<file path="config.mk">
export PLATFORM = sky130hd
export DESIGN_NAME = mem_arbiter
export DESIGN_NICKNAME = d
export VERILOG_FILES = /design/src/rtl/mem_arb_pkg.sv /design/src/rtl/rr_arb2.sv /design/src/rtl/mem_arbiter.sv
export SDC_FILE = /design/constraint.sdc
export NUM_CORES = 1
export LEC_CHECK = 0
export ABC_AREA = 0
export BUFFER_PORTS_ARGS = -buffer_cell sky130_fd_sc_hd__buf_4
export CORE_MARGIN = 2
export CORE_UTILIZATION = 49
export DETAILED_ROUTE_END_ITERATION = 6
export GPL_ROUTABILITY_DRIVEN = 0
export PLACE_DENSITY = 0.86
export RECOVER_POWER = 25
export SETUP_SLACK_MARGIN = 0.2
export SYNTH_ARGS = -nofsm -noshare
export SYNTH_HDL_FRONTEND = slang
export SYNTH_SLANG_ARGS = --single-unit
</file>
<file path="constraint.sdc">
create_clock -name clk -period 3 [get_ports clk]
set_input_delay 0.6 -clock clk [delete_from_list [all_inputs] [get_ports clk]]
set_output_delay 0.6 -clock clk [all_outputs]
set_load 0.01 [all_outputs]
</file>
<file path="src/rtl/mem_arb_pkg.sv">
// Shared types and constants for the MSC-16 two-port memory arbiter.
package mem_arb_pkg;

  localparam int unsigned DEF_AW = 16;
  localparam int unsigned DEF_DW = 16;

  localparam logic PORT_IFETCH = 1'b0;
  localparam logic PORT_LSU    = 1'b1;

  typedef enum logic [2:0] {
    IDLE  = 3'd0,
    ISSUE = 3'd1,
    WAIT  = 3'd2,
    CAPT  = 3'd3,
    RESP  = 3'd4
  } state_e;

endpackage

</file>
<file path="src/rtl/rr_arb2.sv">
// Combinational two-requester round-robin picker; gnt is one-hot or zero.
module rr_arb2 (
  input  logic [1:0] req,
  input  logic       last,
  output logic [1:0] gnt
);

  // A tie goes to the port that is not 'last'; a lone request wins outright.
  always_comb begin
    gnt = req;
    if (&req) begin
      gnt = last ? 2'b01 : 2'b10;
    end
  end

endmodule

</file>
<file path="src/rtl/mem_arbiter.sv">
// Shares the MSC-16 memory port between instruction fetch (port 0) and
// load/store (port 1); one transaction in flight, sequenced through the
// controller's fixed read latency.
module mem_arbiter
  import mem_arb_pkg::*;
#(
  parameter int unsigned AW        = DEF_AW,
  parameter int unsigned DW        = DEF_DW,
  parameter int unsigned READ_WAIT = 1
) (
  input  logic          clk,
  input  logic          rstn,
  input  logic          p0_valid,
  output logic          p0_ready,
  input  logic          p0_we,
  input  logic [AW-1:0] p0_addr,
  input  logic [DW-1:0] p0_wdata,
  output logic          p0_done,
  output logic [DW-1:0] p0_rdata,
  input  logic          p1_valid,
  output logic          p1_ready,
  input  logic          p1_we,
  input  logic [AW-1:0] p1_addr,
  input  logic [DW-1:0] p1_wdata,
  output logic          p1_done,
  output logic [DW-1:0] p1_rdata,
  output logic          mem_en,
  output logic          mem_we,
  output logic [AW-1:0] mem_addr,
  output logic [DW-1:0] mem_wdata,
  input  logic [DW-1:0] mem_rdata
);

  localparam int unsigned   CW        = (READ_WAIT > 1) ? $clog2(READ_WAIT) : 1;
  localparam logic [CW-1:0] WAIT_LAST = CW'(READ_WAIT - 1);

  state_e          state_q, state_d;
  logic            last_q, last_d;
  logic            port_q, port_d;
  logic [CW-1:0]   cnt_q, cnt_d;
  logic            mem_en_q, mem_en_d;
  logic            mem_we_q, mem_we_d;
  logic [AW-1:0]   mem_addr_q, mem_addr_d;
  logic [DW-1:0]   mem_wdata_q, mem_wdata_d;
  logic            p0_done_q, p0_done_d;
  logic            p1_done_q, p1_done_d;
  logic [DW-1:0]   p0_rdata_q, p0_rdata_d;
  logic [DW-1:0]   p1_rdata_q, p1_rdata_d;

  logic [1:0]      req;
  logic [1:0]      gnt;

  assign req = {p1_valid, p0_valid};

  rr_arb2 u_rr_arb2 (
    .req  (req),
    .last (last_q),
    .gnt  (gnt)
  );

  // Grants are only offered while idle.
  assign p0_ready = (state_q == IDLE) & gnt[0];
  assign p1_ready = (state_q == IDLE) & gnt[1];

  // Next-state and registered-output logic.
  always_comb begin
    state_d     = state_q;
    last_d      = last_q;
    port_d      = port_q;
    cnt_d       = cnt_q;
    mem_en_d    = mem_en_q;
    mem_we_d    = mem_we_q;
    mem_addr_d  = mem_addr_q;
    mem_wdata_d = mem_wdata_q;
    p0_done_d   = 1'b0;
    p1_done_d   = 1'b0;
    p0_rdata_d  = p0_rdata_q;
    p1_rdata_d  = p1_rdata_q;

    case (state_q)
      IDLE: begin
        if (|gnt) begin
          port_d      = gnt[1] ? PORT_LSU : PORT_IFETCH;
          if (&req) begin
            last_d = gnt[1] ? PORT_LSU : PORT_IFETCH;
          end
          mem_en_d    = 1'b1;
          mem_we_d    = gnt[1] ? p1_we    : p0_we;
          mem_addr_d  = gnt[1] ? p1_addr  : p0_addr;
          mem_wdata_d = gnt[1] ? p1_wdata : p0_wdata;
          state_d     = ISSUE;
        end
      end
      ISSUE: begin
        mem_we_d = 1'b0;
        if (mem_we_q) begin
          mem_en_d  = 1'b0;
          p0_done_d = (port_q == PORT_IFETCH);
          p1_done_d = (port_q == PORT_LSU);
          state_d   = RESP;
        end else begin
          cnt_d   = '0;
          state_d = WAIT;
        end
      end
      WAIT: begin
        if (cnt_q == WAIT_LAST) begin
          state_d = CAPT;
        end else begin
          cnt_d = cnt_q + CW'(1);
        end
      end
      CAPT: begin
        // Read data is only sampled while the controller is still enabled.
        if (port_q == PORT_LSU) begin
          p1_rdata_d = mem_rdata;
        end else begin
          p0_rdata_d = mem_rdata;
        end
        mem_en_d  = 1'b0;
        p0_done_d = (port_q == PORT_IFETCH);
        p1_done_d = (port_q == PORT_LSU);
        state_d   = RESP;
      end
      RESP: begin
        state_d = IDLE;
      end
      default: begin
        state_d = IDLE;
      end
    endcase
  end

  // State and output registers with synchronous active-low reset.
  always_ff @(posedge clk) begin
    if (!rstn) begin
      state_q     <= IDLE;
      last_q      <= PORT_LSU;
      port_q      <= PORT_IFETCH;
      cnt_q       <= '0;
      mem_en_q    <= 1'b0;
      mem_we_q    <= 1'b0;
      mem_addr_q  <= '0;
      mem_wdata_q <= '0;
      p0_done_q   <= 1'b0;
      p1_done_q   <= 1'b0;
      p0_rdata_q  <= '0;
      p1_rdata_q  <= '0;
    end else begin
      state_q     <= state_d;
      last_q      <= last_d;
      port_q      <= port_d;
      cnt_q       <= cnt_d;
      mem_en_q    <= mem_en_d;
      mem_we_q    <= mem_we_d;
      mem_addr_q  <= mem_addr_d;
      mem_wdata_q <= mem_wdata_d;
      p0_done_q   <= p0_done_d;
      p1_done_q   <= p1_done_d;
      p0_rdata_q  <= p0_rdata_d;
      p1_rdata_q  <= p1_rdata_d;
    end
  end

  assign mem_en    = mem_en_q;
  assign mem_we    = mem_we_q;
  assign mem_addr  = mem_addr_q;
  assign mem_wdata = mem_wdata_q;
  assign p0_done   = p0_done_q;
  assign p1_done   = p1_done_q;
  assign p0_rdata  = p0_rdata_q;
  assign p1_rdata  = p1_rdata_q;

endmodule

</file>
[Word-level counts from Yosys, hierarchy flattened]
Cells that the tools add are included.
Storage, ports and cells
  bits in registers: 74
  output and inout port bits: 70
  word-level logic and storage cells: 59
Operators by class
  add/sub/neg operators: 1
  equality and inequality tests: 7
  multiplexer cells: 22
  bitwise operators: 3
  reductions and logical operators: 14
Operator list (count)
  $mux W16: 2
  $reduce_and A2 Y1: 7
  $pmux W3 S4: 1
  $mux W1: 9
  $mux W3: 3
  $pmux W1 S2: 4
  $eq A3 B2 Y1 const B: 2
  $ne A2 B2 Y1 const B: 3
  $mux W2: 2
  $reduce_and A4 Y1: 1
  $reduce_bool A2 Y1: 2
  $eq A3 B1 Y1 const B: 1
  $logic_not A3 Y1: 1
  $pmux W1 S3: 1
  $reduce_and A3 Y1: 1
  $reduce_bool A3 Y1: 1
  $and A1 B1 Y1: 2
  $ne A2 B1 Y1 const B: 1
  $reduce_or A2 Y1: 1
  $add A1 B1 Y1 const B: 1
  $not A1 Y1: 1

[Logic depth before layout (Yosys ltp)]
  word-level depth: 5
  depth in mapped cells: 6
  depth with buffers taken out: 3

[By module]
From an unflattened synthesis, not the netlist that was laid out.
Second synthesis, totals
  cells, all modules: 332
  area, all modules: 3174.3 um^2
By module, submodules not included
  mem_arbiter: instances 1, cells an instance 329, area an instance 3155.5 um^2, sequential area each 1461.4 um^2
  rr_arb2: instances 1, cells an instance 3, area an instance 18.8 um^2, sequential area each 0.0 um^2

[Least setup slack after synthesis]
No wires, ideal clock.
  kind: input port to output port
  from: in p0_valid
  to: out p0_ready
  arrival time: 1.257 ns
  setup slack: 1.143 ns
  stages: 2
  buffers on the path: 0
  cells stage by stage: nor4b_1 > a21boi_0
Between the ends
  cells in the longest elaborated chain, start to end: 3
Ends and longest elaborated chain
  from (decl): line mem_arbiter.sv:13  | input logic p0_valid,
  $reduce_and A2 Y1: line rr_arb2.sv:11  | if (&req) begin
  $mux W2 *: line rr_arb2.sv:11
  $and A1 B1 Y1 *: line mem_arbiter.sv:62  | assign p0_ready = (state_q == IDLE) & gnt[0];
  to (decl): line mem_arbiter.sv:14  | output logic p0_ready,
Mark *: on every way between the ends. The rest lies on a longest branch, timed or not.

[Worst setup path in the final report]
  from: reg state_q[2]
  to: out p0_ready
Between the ends
  cells in the longest elaborated chain, start to end: 2
Ends and longest elaborated chain
  from (decl): line mem_arbiter.sv:37  | state_e state_q, state_d;
  from (signal assigned): line mem_arbiter.sv:150  | state_q <= state_d;
  $logic_not A3 Y1: line mem_arbiter.sv:62
  $and A1 B1 Y1: line mem_arbiter.sv:62
Every way passes these cells.

==> impl_metrics.py <==
metrics = {
    "clock_network": {
        "cts-root-buf": "clkbuf_8",
        "clk_latency_ns": 0.34,
        "ctsHoldBuffers": 0,
        "cts_setup_buffers": 0,
        "htreeDepth": 3,
        "cts_made_buffers": 9,
        "cts_resized": 0,
        "cts_tree": "yes",
        "clk_pin_slew_ns": 0.07,
        "clockBufferDepth": 2,
        "clock-sinks": 73,
    },
    "worst_setup_path": {
        "crit_family": "simple AND/OR/NAND/NOR gates",
        "cp_slowest_cell": "nor4b_1",
        "start_kind": "register",
        "cp.required_ns": 2.40,
        "cp.arrival_ns": 1.60,
        "crit_chain": "nor4b_1, a21boi_0, buf_4",
        "path_max_fanout": 9,
        "worstSetupPathType": "reg2out",
        "slowest_delay_ns": 0.47,
        "endpoint_kind": "output port",
        "cp.buffers_inverters": 1,
    },
    "global_routing": {
        "antenna_found_initial": 0,
        "grt_max_degree": 38,
        "grt-ovfl-total": 0,
        "track_usage": 0.242,
        "grt_pass1_wl_mm": 14.0,
        "first_global_vias": 2894,
    },
    "sta": {
        "finalSetupTns_ns": 0,
        "rsz0062_at_grt": "false",
        "slew_headroom": 0.507,
        "finalCriticalPeriod_ns": 2.20,
        "slew_violations": 0,
        "hold-worst-slack_ns": 0.456,
        "setup_viol": 0,
        "finalCritPeriodShare": 0.734,
        "tightest_slew_ns": 0.736,
        "skew_ns": 0.00689,
        "worst_slack_ns": 0.797,
        "hold_violations": 0,
        "max_freq_ghz": 0.454,
    },
    "layout": {
        "final_cell_mix": "buf_4, dfxtp_1, a21oi_1, nand2_1, mux2i_1",
        "syn2layout_area_growth_pct": 39.9,
        "antenna_cells": 0,
        "layout-drive-gt1-share": 0.380,
        "layout_commonest_cell": "buf_4",
        "final_nets": 557,
    },
    "power_and_ir_drop": {
        "cellPowerDensity_nw_per_um2": 588,
        "vdd_ir_drop_max_uv": 473,
        "p_leak_nw": 1.81,
        "p_total_w": 0.00261,
    },
    "synthesis": {
        "syn_avg_cell_area_um2": 9.55,
        "synth-seq-cells": 73,
        "syn_inst": 332,
        "seq_area_frac_synth": 0.461,
        "netlist_area_um2": 3170,
        "syn_nets": 418,
        "synth_cell_types": 33,
        "yosys_warnings": 0,
    },
    "drt": {
        "wl_met2_mm": 4.42,
        "drt-pass1-iter-count": 4,
        "wl_met1_mm": 3.53,
        "avgViaCountPerCell": 5.34,
        "drt-initial-drc-count": 155,
        "top_layer": "met4",
        "vias": 2955,
        "met3_length_um": 433,
        "wl_per_cell_um": 15.5,
        "drc": 0,
        "antenna_left": 0,
        "drt-total-wl_mm": 8.57,
    },
    "floorplan": {
        "die-area_um2": 7130,
        "rows": 29,
        "boundaryPins": 156,
        "die_width_um": 84.4,
        "die_h_um": 84.4,
        "core_area_um2": 6310,
        "start_util": 0.502,
    },
    "min_path": {
        "hold_path_class": "reg2reg",
    },
    "outcome": {
        "status": "finished, final reports clean",
    },
    "placed_design": {
        "dp_slack_ns": 0.906,
        "portBuffers": 155,
        "dp_hpwl_mm": 6.22,
    },
    "job": {
        "maxCapViolations": 0,
    },
}
[path summary, 6_finish.rpt]
check	cells past startpoint	startpoint	slack, ns	end
worst max-delay path	3	state_q[2]	0.80	p0_ready
worst min register to register	2	p1_rdata[13]	0.46	p1_rdata[13]
worst min-delay path	2	p1_rdata[13]	0.46	p1_rdata[13]
worst max register to register	3	state_q[0]	1.26	p1_rdata[3]
[layer usage]
layer  GRT usage  up-vias
met5           0        -
met4      0.0967        0
met3      0.0462       16
met2       0.422       95
met1       0.294     1400
li1            -     1444
[registers in the layout, summed over array words and instances (netlist names)]
register	cells
last_q	1
mem_addr	16
mem_en	1
mem_wdata	16
mem_we	1
p0_done	1
p0_rdata	16
p1_done	1
p1_rdata	16
port_q	1
state_q	3
[area by class of cell]
type,count,area [µm²]
clock buffer,10,138
clock inverter,6,105
fill,524,1880
inverter,2,7.51
multi-input combinational,225,1530
sequential,73,1460
tap,77,96.3
timing repair buffer,160,1100
[Yosys cell counts]
cell / instances / share of area
a21oi_1: 66 / 0.10
clkbuf_1: 8 / 0.0095
a211oi_2: 30 / 0.12
buf_1: 2 / 0.0024
and2_4: 1 / 0.0028
and4b_1: 1 / 0.0032
nor2_1: 3 / 0.0036
o311ai_0: 1 / 0.0028
nor3_4: 1 / 0.0051
buf_4: 6 / 0.014
nand4bb_1: 1 / 0.0036
and2_1: 2 / 0.0039
inv_2: 1 / 0.0012
buf_2: 11 / 0.017
nand3_1: 1 / 0.0016
buf_6: 5 / 0.018
nor4bb_1: 1 / 0.0032
dfxtp_1: 73 / 0.46
o21a_1: 1 / 0.0024
nor4b_1: 1 / 0.0028
or2_1: 1 / 0.0020
and3_1: 2 / 0.0039
nand4b_1: 1 / 0.0028
inv_1: 1 / 0.0012
nor3_1: 3 / 0.0047
nand2_1: 64 / 0.076
nand2b_1: 1 / 0.0020
nor3b_1: 2 / 0.0047
a211oi_1: 2 / 0.0047
a21boi_0: 1 / 0.0024
o21ai_1: 2 / 0.0032
a21boi_1: 2 / 0.0047
mux2i_1: 34 / 0.11
[kinds of logic after synthesis]
group | Yosys count | synth area share
AO/OA/AOI/OAI | 105 | 0.243
buffers and inverters | 34 | 0.0635
flip-flops | 73 | 0.461
multiplexers | 34 | 0.107
AND/OR/NAND/NOR | 86 | 0.125
[tightest hold or removal path, stage by stage (launching register included)]
cell	delay, ns
dfxtp_1	0.31
nand2_1	0.05
a21oi_1	0.05
[power by group]
| group | internal [W] | total (W) | switching [W] |
|---|---|---|---|
| registers | 0.00105 | 0.00111 | 0.0000574 |
| logic | 0.000274 | 0.000569 | 0.000295 |
| clock network | 0.000571 | 0.000928 | 0.000357 |
[metrics by stage]
stage | util | cells | cell area [µm²]
floorplan | - | 332 | 3170
global placement | 0.682 | 537 | 4300
detailed placement | 0.682 | 537 | 4300
CTS | 0.720 | 553 | 4550
global route | 0.702 | 553 | 4430
finish | 0.702 | 553 | 4430
Note: power is estimated with default switching activity, not from simulation.
